--- src/rtl/bitwise_map_pkg.sv ---
// Shared types and pure helpers for the bitwise map engine: op encoding,
// FSM states, the element-wise operation and the single-flag condition check.
package bitwise_map_pkg;

    localparam int BM_MAX_W = 64;

    typedef enum logic [2:0] {
        OP_AND  = 3'd0,
        OP_OR   = 3'd1,
        OP_XOR  = 3'd2,
        OP_ANDN = 3'd3,
        OP_NAND = 3'd4,
        OP_NOR  = 3'd5,
        OP_XNOR = 3'd6,
        OP_COPY = 3'd7
    } bitmap_op_e;

    typedef enum logic [2:0] {
        ST_IDLE, ST_EVAL, ST_READ, ST_WAIT, ST_WRITE, ST_FIN
    } bitmap_state_e;

    // Words up to BM_MAX_W bits; callers zero-extend and truncate the result.
    function automatic logic [BM_MAX_W-1:0] bitmap_apply(input bitmap_op_e op,
                                                        input logic [BM_MAX_W-1:0] a,
                                                        input logic [BM_MAX_W-1:0] b);
        case (op)
            OP_AND:  return a & b;
            OP_OR:   return a | b;
            OP_XOR:  return a ^ b;
            OP_ANDN: return a & ~b;
            OP_NAND: return ~(a & b);
            OP_NOR:  return ~(a | b);
            OP_XNOR: return ~(a ^ b);
            default: return b;
        endcase
    endfunction

    function automatic logic cond_eval(input logic uncond, input logic flag, input logic inv);
        return uncond | (flag ^ inv);
    endfunction

endpackage

--- src/rtl/bitmap_alu.sv ---
// Combinational element-wise operator; one instance per lane.
module bitmap_alu
    import bitwise_map_pkg::*;
#(
    parameter int WORD_W = 32
) (
    input  bitmap_op_e        op_i,
    input  logic [WORD_W-1:0] a_i,
    input  logic [WORD_W-1:0] b_i,
    output logic [WORD_W-1:0] y_o
);

    assign y_o = WORD_W'(bitmap_apply(op_i, BM_MAX_W'(a_i), BM_MAX_W'(b_i)));

endmodule

--- src/rtl/bitwise_map_engine.sv ---
// Sequential map engine: mem[origin+i] = op(mem[origin+i], mem[modifier+i]),
// one word at a time, reads and writes strictly alternating.
module bitwise_map_engine
    import bitwise_map_pkg::*;
#(
    parameter int WORD_W    = 32,
    parameter int ADDR_W    = 10,
    parameter int LEN_W     = 11,
    parameter int NUM_FLAGS = 8,
    parameter int RD_LAT    = 1,
    localparam int FSEL_W   = $clog2(NUM_FLAGS) + 1
) (
    input  logic                 clk,
    input  logic                 rst_n,
    input  logic                 start_i,
    output logic                 ready_o,
    input  logic [2:0]           op_i,
    input  logic [ADDR_W-1:0]    origin_i,
    input  logic [ADDR_W-1:0]    modifier_i,
    input  logic [LEN_W-1:0]     length_i,
    input  logic [FSEL_W-1:0]    flag_sel_i,
    input  logic                 flag_inv_i,
    input  logic [NUM_FLAGS-1:0] flags_i,
    output logic [ADDR_W-1:0]    rd_a_addr_o,
    output logic [ADDR_W-1:0]    rd_b_addr_o,
    output logic                 rd_en_o,
    input  logic [WORD_W-1:0]    rd_a_data_i,
    input  logic [WORD_W-1:0]    rd_b_data_i,
    output logic                 wr_en_o,
    output logic [ADDR_W-1:0]    wr_addr_o,
    output logic [WORD_W-1:0]    wr_data_o,
    output logic                 done_o,
    output logic                 skipped_o,
    output logic [LEN_W-1:0]     words_done_o
);

    typedef struct packed {
        bitmap_op_e          op;
        logic [ADDR_W-1:0]   origin;
        logic [ADDR_W-1:0]   modifier;
        logic [LEN_W-1:0]    length;
        logic [FSEL_W-1:0]   flag_sel;
        logic                flag_inv;
    } bitmap_args_t;

    bitmap_state_e       state_q;
    bitmap_args_t        args_q;
    logic [LEN_W-1:0]    idx_q;
    logic [LEN_W-1:0]    words_q;
    logic                ready_q, rd_en_q, wr_en_q, done_q, skipped_q;
    logic [ADDR_W-1:0]   rd_a_addr_q, rd_b_addr_q, wr_addr_q;
    logic [LEN_W-1:0]    idx_nxt;
    logic                cond;
    logic [WORD_W-1:0]   alu_y;

    assign idx_nxt = idx_q + 1'b1;
    assign cond    = cond_eval(args_q.flag_sel[FSEL_W-1],
                               flags_i[args_q.flag_sel[FSEL_W-2:0]], args_q.flag_inv);

    bitmap_alu #(.WORD_W(WORD_W)) u_alu (
        .op_i (args_q.op),
        .a_i  (rd_a_data_i),
        .b_i  (rd_b_data_i),
        .y_o  (alu_y)
    );

    // Read data is only valid during WRITE, so the write data stays combinational.
    assign wr_data_o    = wr_en_q ? alu_y : '0;
    assign ready_o      = ready_q;
    assign rd_en_o      = rd_en_q;
    assign rd_a_addr_o  = rd_a_addr_q;
    assign rd_b_addr_o  = rd_b_addr_q;
    assign wr_en_o      = wr_en_q;
    assign wr_addr_o    = wr_addr_q;
    assign done_o       = done_q;
    assign skipped_o    = skipped_q;
    assign words_done_o = words_q;

    always_ff @(posedge clk or negedge rst_n) begin
        if (!rst_n) begin
            state_q     <= ST_IDLE;
            args_q      <= '0;
            idx_q       <= '0;
            words_q     <= '0;
            ready_q     <= 1'b1;
            rd_en_q     <= 1'b0;
            wr_en_q     <= 1'b0;
            done_q      <= 1'b0;
            skipped_q   <= 1'b0;
            rd_a_addr_q <= '0;
            rd_b_addr_q <= '0;
            wr_addr_q   <= '0;
        end else begin
            rd_en_q <= 1'b0;
            wr_en_q <= 1'b0;
            done_q  <= 1'b0;
            case (state_q)
                ST_IDLE: if (start_i) begin
                    args_q    <= '{op: bitmap_op_e'(op_i), origin: origin_i, modifier: modifier_i,
                                   length: length_i, flag_sel: flag_sel_i, flag_inv: flag_inv_i};
                    idx_q     <= '0;
                    words_q   <= '0;
                    skipped_q <= 1'b0;
                    ready_q   <= 1'b0;
                    state_q   <= ST_EVAL;
                end
                ST_EVAL: begin
                    if (!cond) begin
                        skipped_q <= 1'b1;
                        done_q    <= 1'b1;
                        state_q   <= ST_FIN;
                    end else if (args_q.length == '0) begin
                        done_q  <= 1'b1;
                        state_q <= ST_FIN;
                    end else begin
                        rd_en_q     <= 1'b1;
                        rd_a_addr_q <= args_q.origin;
                        rd_b_addr_q <= args_q.modifier;
                        state_q     <= ST_READ;
                    end
                end
                ST_READ: begin
                    if (RD_LAT == 2) begin
                        state_q <= ST_WAIT;
                    end else begin
                        wr_en_q   <= 1'b1;
                        wr_addr_q <= rd_a_addr_q;
                        state_q   <= ST_WRITE;
                    end
                end
                ST_WAIT: begin
                    wr_en_q   <= 1'b1;
                    wr_addr_q <= rd_a_addr_q;
                    state_q   <= ST_WRITE;
                end
                ST_WRITE: begin
                    words_q <= words_q + 1'b1;
                    if (idx_nxt == args_q.length) begin
                        done_q  <= 1'b1;
                        state_q <= ST_FIN;
                    end else begin
                        idx_q       <= idx_nxt;
                        rd_en_q     <= 1'b1;
                        rd_a_addr_q <= args_q.origin + ADDR_W'(idx_nxt);
                        rd_b_addr_q <= args_q.modifier + ADDR_W'(idx_nxt);
                        state_q     <= ST_READ;
                    end
                end
                ST_FIN: begin
                    ready_q <= 1'b1;
                    state_q <= ST_IDLE;
                end
                default: state_q <= ST_IDLE;
            endcase
        end
    end

endmodule

--- config.mk ---
export PLATFORM = sky130hd
export DESIGN_NAME = bitwise_map_engine
export DESIGN_NICKNAME = d
export VERILOG_FILES = /design/src/rtl/bitwise_map_pkg.sv /design/src/rtl/bitmap_alu.sv /design/src/rtl/bitwise_map_engine.sv
export SDC_FILE = /design/constraint.sdc
export NUM_CORES = 1
export LEC_CHECK = 0
export CORE_MARGIN = 2
export CORE_UTILIZATION = 37
export CTS_CLUSTER_DIAMETER = 30
export DETAILED_ROUTE_END_ITERATION = 7
export GPL_TIMING_DRIVEN = 0
export HOLD_SLACK_MARGIN = 0.12
export PLACE_DENSITY_LB_ADDON = 0.08
export REMOVE_ABC_BUFFERS = 1
export SETUP_SLACK_MARGIN = 0.5
export SYNTH_ARGS = -nofsm -noshare
export SYNTH_HDL_FRONTEND = slang
export SYNTH_SLANG_ARGS = --single-unit
--- constraint.sdc ---
create_clock -name clk -period 7.39 [get_ports clk]
set_input_delay 1.1085 -clock clk [delete_from_list [all_inputs] [get_ports clk]]
set_output_delay 1.1085 -clock clk [all_outputs]
set_load 0.05 [all_outputs]
==> flow_summary.json <==
{
  "status": "completed",
  "gp_congestion": 0.848,
  "finalNonFillerCells": 1472,
  "grt_pass1_wl_um": 37200,
  "first_global_vias": 7269,
  "min_period_ns": 5.35,
  "synth_edf_count": 0,
  "r2r_setup_slack_ns": 3.17,
  "drt_first_pass_iters": 6,
  "critPathKind": "flop to primary output",
  "synth-compound-area-share_pct": 19.7,
  "tritoncts": "yes",
  "antenna_cells": 0,
  "worst_slack_ns": 2.04,
  "cts_buffers": 9,
  "worst_slew_pin_slew_ns": 1.42,
  "wl_met3_um": 855,
  "design_power_total_mw": 4.03,
  "crit_chain": "inv_2 > nand2_1 > o22ai_1 > a21oi_1 > o221ai_1 > and2_1 > clkdlybuf4s50_1",
  "wl_per_cell_um": 15.6,
  "min_from": "wr_addr_o[1]$_DFFE_PN0P_",
  "post-place-cells": 1456,
  "required_ns": 6.28,
  "core_area_um2": 22600,
  "dr_wl_met2_um": 10700,
  "maxCapViolCount": 0,
  "fp.dieW_um": 156,
  "whs_path_depth": 2,
  "clkTransAtPathRegs_ns": 0.07,
  "clock_path_buffers": 2,
  "ys.warnings.count": 0,
  "ios": 192,
  "grt_use_total_pct": 19.0,
  "viasPerCell": 5.21,
  "rows": 55,
  "wl_um": 23000,
  "rr_worst_depth": 8,
  "avgSynthCellArea_um2": 8.23,
  "netlist_area_um2": 8520,
  "die_height_um": 156,
  "dpl-instance-area_um2": 10700,
  "root_buffer": "clkbuf_16",
  "r2r-end": "rd_a_addr_o[8]$_DFFE_PN0P_",
  "synth.top_cell.area_share_pct": 28.8,
  "grt_max_degree": 59,
  "holdCritPathClass": "flop to flop",
  "ys_ff_latch": 99,
  "synthSimpleGateAreaFrac_pct": 18.5,
  "cts_max_level": 3,
  "yosysTopAreaCell": "dfrtp_1",
  "post_cts_buffers": 0,
  "design.die.area_um2": 24300,
  "overflow": 0,
  "drcViolationCount": 0,
  "final_area_um2": 11000,
  "dp_hpwl_um": 16200,
  "ant_nets": 0,
  "yosysUniqueCellTypes": 57,
  "synth-xor-area-share_pct": 3.61,
  "p_comb_share_pct": 60.9,
  "maxSlewHeadroom_pct": 4.94,
  "power.leakage_nw": 5.30,
  "synth_top_family_by_area": "compound AO/OA/AOI/OAI gates",
  "fin_skew_ns": 0.00848,
  "synth_area_leaders": "dfrtp_1 29%, ha_1 17%, nand2_1 7.4%",
  "p_per_area_nw_per_um2": 365,
  "async_reset_ff_share_pct": 100,
  "cts_hold_buf": 0,
  "muxShareOfSynthArea_pct": 4.52,
  "syn_inst": 1035,
  "place_ws_ns": 1.73,
  "period_share_pct": 72.4,
  "endpoint_kind": "primary output",
  "cp-start-kind": "flop",
  "yosysSeqAreaShare_pct": 29.1,
  "arrival_ns": 4.24,
  "worstReg2RegStart": "idx_q[0]$_DFFE_PN0P_",
  "cpPeakStageDelay_ns": 0.82,
  "rsz0062_at_grt": "false",
  "syn_to_final_growth_pct": 29.5,
  "ir_drop_mv": 0.203,
  "crit_slowest_cell": "clkdlybuf4s50_1",
  "synth_fa_ha_area_share_pct": 17.5,
  "finalNetCount": 1414,
  "maxSlewViolCount": 0,
  "fin_hold_ws_ns": 0.486,
  "power.net_switching_mw": 2.00,
  "cp_max_fo": 58,
  "antenna_found_initial": 1,
  "clkPwrFrac_pct": 13.7,
  "hold_end": "wr_addr_o[1]$_DFFE_PN0P_",
  "final-setup-viol-count": 0,
  "insertion_delay_ns": 0.36,
  "drive_above_1_share_pct": 4.55,
  "hold_violations": 0,
  "internal_power_mw": 2.03,
  "initial_core_util_pct": 37.6,
  "max_freq_mhz": 187,
  "met1_length_um": 11200,
  "cts_resized": 0,
  "top_layer_used": "met5",
  "switching_share_pct": 49.6,
  "p_seq_share_pct": 25.4,
  "dr_total_vias": 7663,
  "io_buffers": 191,
  "initialDrtViolationCount": 433,
  "cts.sinks": 99,
  "synthFlopType": "dfrtp_1"
}
## metrics by stage
stage / setup TNS [ns] / utilization (%)
final: 0 / 48.7
after global routing: 0 / 48.7
after CTS: 0 / 48.7
after detailed placement: 0 / 47.2
after global placement: -2.38 / 46.6
after floorplan: 0 / -
## per-layer routing
| metal | GRT usage (%) | vias to the layer above |
|---|---|---|
| li1 | - | 3905 |
| met1 | 26.1 | 3594 |
| met2 | 32.1 | 144 |
| met3 | 2.08 | 18 |
| met4 | 4.11 | 2 |
| met5 | 0 | - |
## critical path, delay by kind of cell, from the launching register on
kind	cells	cell delay, ns
buf+inv	2	1.56
simple gates	2	0.83
flops	1	0.73
compound gates	3	0.74
## state kept, by name, indices dropped and copies added (netlist names)
name and cells:
ready_o 1, words_done_o 11, state_q 3, wr_en_o 1
rd_b_addr_o 10, rd_en_o 1, rd_a_addr_o 10, done_o 1
args_q 39, idx_q 11, skipped_o 1, wr_addr_o 10
## cells in the final DEF (no fill, tap or decap), types with 4 or more instances in the layout
cell | synthesis | layout
a211o_1 | 8 | 8
a211oi_1 | 18 | 18
a21o_1 | 10 | 10
a21oi_1 | 59 | 59
a221o_1 | 4 | 4
a221oi_1 | 4 | 4
a31oi_1 | 8 | 8
and2_0 | 5 | 5
and2_1 | 31 | 31
and3_1 | 5 | 5
clkbuf_16 | 0 | 9
clkdlybuf4s50_1 | 0 | 190
dfrtp_1 | 98 | 95
ha_1 | 116 | 116
inv_1 | 93 | 92
mux2_2 | 8 | 8
mux2i_1 | 22 | 22
nand2_1 | 169 | 169
nand2b_1 | 6 | 6
nand3_1 | 34 | 34
nand4_1 | 5 | 5
nor2_1 | 21 | 21
nor2b_1 | 5 | 5
nor3_1 | 18 | 17
nor4_1 | 17 | 17
o211a_1 | 14 | 14
o21ai_0 | 82 | 82
o221ai_1 | 18 | 18
o22ai_1 | 18 | 18
or3_1 | 8 | 7
xnor2_1 | 17 | 17
xor2_1 | 13 | 13
## kinds of logic (layout without fill, tap and decap cells)
| kind of cell | Yosys count | after routing |
|---|---|---|
| buf+inv | 157 | 309 |
| simple gates | 334 | 334 |
| xor+xnor | 32 | 32 |
| fa+ha+maj | 118 | 118 |
| flops | 99 | 99 |
| compound gates | 261 | 261 |
| mux | 34 | 34 |
## final cells by class
type                       instances  area (um^2)
inverter                          94          355
fill                            2211        11600
clock buffer                       9          225
timing repair buffer             199         2040
sequential                        99         2480
multi-input combinational        779         5450
clock inverter                     7          124
tap                              285          357
## worst max-delay path by stage
stage	slack, ns	cells after the start	from	to
6_report	2.04	7	args_q[37]$_DFFE_PN0P_	wr_data_o[8]
3_5_place_dp	1.73	7	args_q[37]$_DFFE_PN0P_	wr_data_o[8]
5_1_grt	1.65	7	args_q[37]$_DFFE_PN0P_	wr_data_o[8]
3_3_place_gp	-0.56	6	start_i	idx_q[2]$_DFFE_PN0P_
2_1_floorplan	2.92	5	start_i	idx_q[2]$_DFFE_PN0P_
4_1_cts	1.34	7	args_q[37]$_DFFE_PN0P_	wr_data_o[8]
## Yosys cell counts (all sizes together) (2+ instances only)
cell	n
nand2	169
ha	116
dfrtp	98
inv	94
o21ai	82
a21oi	61
clkbuf	53
and2	36
nand3	34
mux2i	22
nor2	21
nor3	19
a211oi	18
o221ai	18
o22ai	18
nor4	17
xnor2	17
o211a	14
xor2	13
a21o	10
buf	10
mux2	10
or3	9
a211o	8
a31oi	8
nand2b	6
nand4	6
and3	5
nor2b	5
a221o	4
a221oi	4
nand3b	3
o211ai	3
o31ai	3
o41ai	3
a311oi	2
fa	2
mux4	2
o2111ai	2
or2	2
xnor3	2
## power by group through the flow
stage,clock (mW),sequential (mW),combinational [mW]
after floorplan,0,1.30,1.35
final,0.552,1.02,2.45
after global placement,0,1.10,2.34
after detailed placement,0,1.04,2.46
after global routing,0.589,1.06,2.70
after CTS,0.567,1.03,2.47
Power figures use the tool's default switching activity.
